### config.mk
export PLATFORM = sky130hd
export DESIGN_NAME = gf180mcu_osu_sc_9t_tiebank
export DESIGN_NICKNAME = d
export VERILOG_FILES = /design/src/rtl/gf180_tiebank_pkg.sv /design/src/rtl/gf180mcu_osu_sc_9t_tiebank_sreg.sv /design/src/rtl/gf180mcu_osu_sc_9t_tiebank.sv
export SDC_FILE = /design/constraint.sdc
export NUM_CORES = 1
export LEC_CHECK = 0
export ABC_AREA = 1
export BUFFER_PORTS_ARGS = -buffer_cell sky130_fd_sc_hd__buf_2
export CELL_PAD_IN_SITES_DETAIL_PLACEMENT = 1
export CELL_PAD_IN_SITES_GLOBAL_PLACEMENT = 1
export CORE_MARGIN = 8
export CORE_UTILIZATION = 35
export CTS_BUF_LIST = sky130_fd_sc_hd__clkbuf_2
export DETAILED_ROUTE_END_ITERATION = 6
export GPL_TIMING_DRIVEN = 1
export PLACE_DENSITY_LB_ADDON = 0.3
export SLEW_MARGIN = 40
export SYNTH_ARGS = -nofsm -noshare
export SYNTH_HDL_FRONTEND = slang
export SYNTH_SLANG_ARGS = --single-unit
### constraint.sdc
create_clock -name CLK -period 1.6 [get_ports CLK]
set_input_delay 0 -clock CLK [delete_from_list [all_inputs] [get_ports CLK]]
set_output_delay 0 -clock CLK [all_outputs]
set_load 0.01 [all_outputs]
### src/rtl/gf180_tiebank_pkg.sv
// Shared types for the programmable tie bank: load-state encoding and width limit.
package gf180_tiebank_pkg;

  localparam int MAX_WIDTH = 64;

  typedef enum logic [1:0] {
    ST_IDLE    = 2'd0,
    ST_LOADING = 2'd1,
    ST_FULL    = 2'd2
  } state_t;

endpackage

### src/rtl/gf180mcu_osu_sc_9t_tiebank_sreg.sv
// Shadow shift register with saturating bit counter and registered serial-out.
module gf180mcu_osu_sc_9t_tiebank_sreg #(
  parameter int WIDTH = 8,
  parameter int CNT_W = $clog2(WIDTH + 1)
) (
  input  logic             clk_i,
  input  logic             rst_ni,
  input  logic             sdi_i,
  input  logic             shift_i,
  input  logic             clear_i,
  output logic [WIDTH-1:0] shadow_o,
  output logic [CNT_W-1:0] count_o,
  output logic             full_o,
  output logic             sdo_o
);

  logic [WIDTH-1:0] shadow_q;
  logic [WIDTH-1:0] shifted;
  logic [CNT_W-1:0] count_q, count_d;
  logic             sdo_q;

  if (WIDTH == 1) begin : g_one
    assign shifted = sdi_i;
  end else begin : g_many
    assign shifted = {sdi_i, shadow_q[WIDTH-1:1]};
  end

  assign full_o = (count_q == CNT_W'(WIDTH));

  always_comb begin
    count_d = count_q;
    if (clear_i) begin
      count_d = '0;
    end else if (shift_i && !full_o) begin
      count_d = count_q + CNT_W'(1);
    end
  end

  // sdo holds the bit most recently pushed out of shadow[0], so it only moves on a shift.
  always_ff @(posedge clk_i or negedge rst_ni) begin
    if (!rst_ni) begin
      shadow_q <= '0;
      count_q  <= '0;
      sdo_q    <= 1'b0;
    end else begin
      count_q <= count_d;
      if (shift_i) begin
        shadow_q <= shifted;
        sdo_q    <= shadow_q[0];
      end
    end
  end

  assign shadow_o = shadow_q;
  assign count_o  = count_q;
  assign sdo_o    = sdo_q;

endmodule

### src/rtl/gf180mcu_osu_sc_9t_tiebank.sv
// Field-programmable tie-high/tie-low bank: serial load, commit handshake, held outputs.
// Optional commit lock enabled by defining GF180_TIEBANK_LOCK_EN (adds LOCK input).
module gf180mcu_osu_sc_9t_tiebank
  import gf180_tiebank_pkg::*;
#(
  parameter int               WIDTH     = 8,
  parameter logic [WIDTH-1:0] RESET_VAL = {WIDTH{1'b0}}
) (
  input  logic             CLK,
  input  logic             RN,
  input  logic             SDI,
  input  logic             SEN,
  input  logic             SCOMMIT,
`ifdef GF180_TIEBANK_LOCK_EN
  input  logic             LOCK,
`endif
  output logic             SDO,
  output logic [WIDTH-1:0] Y,
  output logic             ACK,
  output logic             ERR,
  output state_t           dbg_state_o
);

  localparam int CNT_W = $clog2(WIDTH + 1);

  state_t           state_q, state_d;
  logic [WIDTH-1:0] y_q;
  logic             ack_q;
  logic             err_q, err_d;
  logic [WIDTH-1:0] shadow;
  logic [CNT_W-1:0] count;
  logic             full;
  logic             locked;
  logic             shift_en;
  logic             commit_ok;
  logic             commit_bad;
  logic             overflow;

`ifdef GF180_TIEBANK_LOCK_EN
  logic locked_q;
  always_ff @(posedge CLK or negedge RN) begin
    if (!RN) begin
      locked_q <= 1'b0;
    end else if (commit_ok && LOCK) begin
      locked_q <= 1'b1;
    end
  end
  assign locked = locked_q;
`else
  assign locked = 1'b0;
`endif

  // Any commit request, accepted or not, pre-empts a shift on the same edge.
  assign shift_en   = SEN & ~SCOMMIT;
  assign commit_ok  = SCOMMIT & (state_q == ST_FULL) & ~locked;
  assign commit_bad = SCOMMIT & ~commit_ok;
  assign overflow   = shift_en & full;

  gf180mcu_osu_sc_9t_tiebank_sreg #(
    .WIDTH (WIDTH),
    .CNT_W (CNT_W)
  ) u_sreg (
    .clk_i    (CLK),
    .rst_ni   (RN),
    .sdi_i    (SDI),
    .shift_i  (shift_en),
    .clear_i  (commit_ok),
    .shadow_o (shadow),
    .count_o  (count),
    .full_o   (full),
    .sdo_o    (SDO)
  );

  always_comb begin
    state_d = state_q;
    err_d   = err_q;
    if (commit_ok) begin
      state_d = ST_IDLE;
    end else begin
      case (state_q)
        ST_IDLE: begin
          if (shift_en) state_d = (WIDTH == 1) ? ST_FULL : ST_LOADING;
        end
        ST_LOADING: begin
          if (shift_en && (count == CNT_W'(WIDTH - 1))) state_d = ST_FULL;
        end
        ST_FULL: state_d = ST_FULL;
        default: state_d = ST_IDLE;
      endcase
    end
    if (commit_ok) begin
      err_d = 1'b0;
    end else if (commit_bad || overflow) begin
      err_d = 1'b1;
    end
  end

  always_ff @(posedge CLK or negedge RN) begin
    if (!RN) begin
      state_q <= ST_IDLE;
      y_q     <= RESET_VAL;
      ack_q   <= 1'b0;
      err_q   <= 1'b0;
    end else begin
      state_q <= state_d;
      err_q   <= err_d;
      ack_q   <= commit_ok;
      if (commit_ok) y_q <= shadow;
    end
  end

  assign Y           = y_q;
  assign ACK         = ack_q;
  assign ERR         = err_q;
  assign dbg_state_o = state_q;

endmodule

==> qor.txt <==
Setup crit end kind: flop
Die area: 0.00541 sq mm
Vias per inst: 4.52
Routed Antenna Nets: 0
# DRC: 0
Rel. slew slack: 61.8%
Drt initial violations: 49
Minimum clock period: 1.34 ns
Total wire length: 2.41 mm
Async S/R FF share, synth: 100%
Gpl congestion: 0.770
Leakage: 0.694 nW
Avg WL per Cell: 12.5 um
Pin count of the biggest net entering global routing: 26
Post-synth EDFFs: 0
Crit start category: flop
Worst EP required: 1.89 ns
DR pass1 iterations: 4
Post-synth top cells: 30 x nand2_1, 25 x dfrtp_1, 17 x inv_1, 16 x o21ai_1, 8 x nand3_1
Row count: 21
Fmax achieved: 749 MHz
Register area share after synthesis: 54.0%
Crit path buf inv count: 2
CTS Root Cell: clkbuf_2
VDD IR max: 549 uV
Antenna violations before repair: 0
Syn. warnings: 0
Gr ovfl total: 0
Fin. max-slew vios: 0
Max FO, Critical Path: 21
Syn_nets: 135
Synth Flop Type: dfrtp_1
Top-count cell post-synth: nand2_1
Num CTS Buffers: 3
Worst skew pair latency: 0.34 ns
Post-Syn Area: 0.00116 sq mm
First-pass GRT wire length: 4.33 mm
Final setup TNS: 0 ns
CTS H-tree depth: 1
Gate Count Post-Synth: 124
Final Hold Fails: 0
Unrepaired setup endpoints after global routing: false
Maximum clock insertion buffer count: 2
Share of the synthesized area in the top cell type: 54.0%
Chip height: 73.5 um
Starting Density: 35.6%
Clk sinks: 25
Total track usage: 10.1%
Layout cell share with drive strength beyond 1: 23.1%
#FFs+latches synth: 25
Cts repair resizes: 0
CTS tree: built
Slowest stage cell, crit path: dfrtp_1
Final period utilization: 83.5%
Setup Skew: 0.00828 ns
Clock-pin slew of the registers on the worst-case setup and hold paths: 0.24 ns
Final setup viols: 0
Critical path type: flop to flop
Outcome: complete, no violations
Largest area contributor in the netlist: dfrtp_1
Max-cap viol count: 0
Antenna Cells: 0
Number of global-route vias before repair: 955
Dpl hpwl: 1.76 mm
Hold slack: 0.143 ns
Via count: 872
IO Pins: 18
PD cells: 1570 mW/mm^2
Syn Area/Cell: 9.34 sq um
Synth unique cells: 20
Top cells by area, synth: dfrtp_1 54%, nand2_1 9.7%, o21ai_1 6.9%, ha_1 6.5%, inv_1 5.5%
Critical path's largest stage delay: 0.44 ns
Die X: 73.5 um
Worst hold path type: input pin to async pin
Area Overhead vs Synth: 16.3%
Top delay family on crit path: flip-flops
Core area: 0.00326 sq mm
Worst slew pin tran: 0.574 ns
Port bufs: 17
Critical path arrival: 1.63 ns
Cell Chain, Critical Path: inv_1 -> ha_1 -> nand2_2 -> buf_4 -> nand2_4 -> o21ai_2
Nets: 159
## cell usage in the layout (no fill, tap or decap), drive strengths merged
cell and instances:
a21oi 1, buf 18, clkbuf 3, clkinv 1
dfrtp 25, dlygate4sd3 4, ha 6, inv 19
nand2 35, nand3 8, nand4 2, nor2 4
o21ai 20, xor2 1
## area by class of cell
type                            instances  area, sq um
Timing Repair Buffer                   22          133
Inverter                               19         71.3
Fill cell                             411         1910
Clock buffer                            3         15.0
Multi-Input combinational cell         77          440
Clock inverter                          1         5.00
Tap cell                               46         57.6
Sequential cell                        25          626
## per-stage QoR
| stage | util (%) | total power, mW | setup slack (ns) | instances | area [sq um] |
|---|---|---|---|---|---|
| 3_3_place_gp | 39.5 | 1.83 | 0.346 | 185 | 1290 |
| 5_1_grt | 41.4 | 2.31 | 0.138 | 193 | 1350 |
| 2_1_floorplan | - | 1.57 | 0.376 | 124 | 1160 |
| 4_1_cts | 41.4 | 2.15 | 0.259 | 193 | 1350 |
| 6_report | 41.4 | 2.11 | 0.264 | 193 | 1350 |
| 3_5_place_dp | 39.5 | 1.89 | 0.298 | 185 | 1290 |
## logic make-up after synthesis
logic type / after synthesis / share of synthesized area, %
xor+xnor: 1 / 0.756
compound gates: 21 / 10.0
flops: 25 / 54.0
fa+ha+maj: 6 / 6.48
simple gates: 49 / 20.7
buf+inv: 22 / 7.99
## worst paths after layout
kind,startpoint,to,slack (ns),cells past startpoint
max reg2reg,dbg_state_o[0],u_sreg.count_o[1],0.26,6
min,RN,u_sreg.count_o[3],0.14,2
min reg2reg,u_sreg.sdo_o,u_sreg.sdo_o,0.52,2
max in group asynchronous,RN,u_sreg.shadow_o[2],1.08,2
max,dbg_state_o[0],u_sreg.count_o[1],0.26,6
min in group CLK,SDI,u_sreg.shadow_o[7],0.41,4
## layer usage
layer  up-vias  global-route usage (%)  part of all wire, %  routed length [um]
met5         -                       0                    0                   0
met4         0                    3.33                 0.29                   7
met3         2                    2.32                  3.7                  89
met2         9                    16.9                   50                1190
met1       424                    12.4                   46                1120
li1        437                       -                    -                   -
## state kept, by name, indices dropped and copies added (netlist names)
name             count
ACK                  1
ERR                  1
Y                    8
dbg_state_o          2
u_sreg.count_o       4
u_sreg.sdo_o         1
u_sreg.shadow_o      8
## what timing repair did
action / CTS / global route
hold endpoints to repair: 28 / 0
buffers inserted: 0 / 0
hold buffers: 4 / 0
endpoints found under the setup margin: 0 / 0
## power by group
group | internal, mW | switching, mW | leakage, nW
Sequential | 0.839 | 0.162 | 0.323
Combinational | 0.342 | 0.524 | 0.354
Clock | 0.0567 | 0.186 | 0.0164
Note: power is estimated with default switching activity, not from simulation.
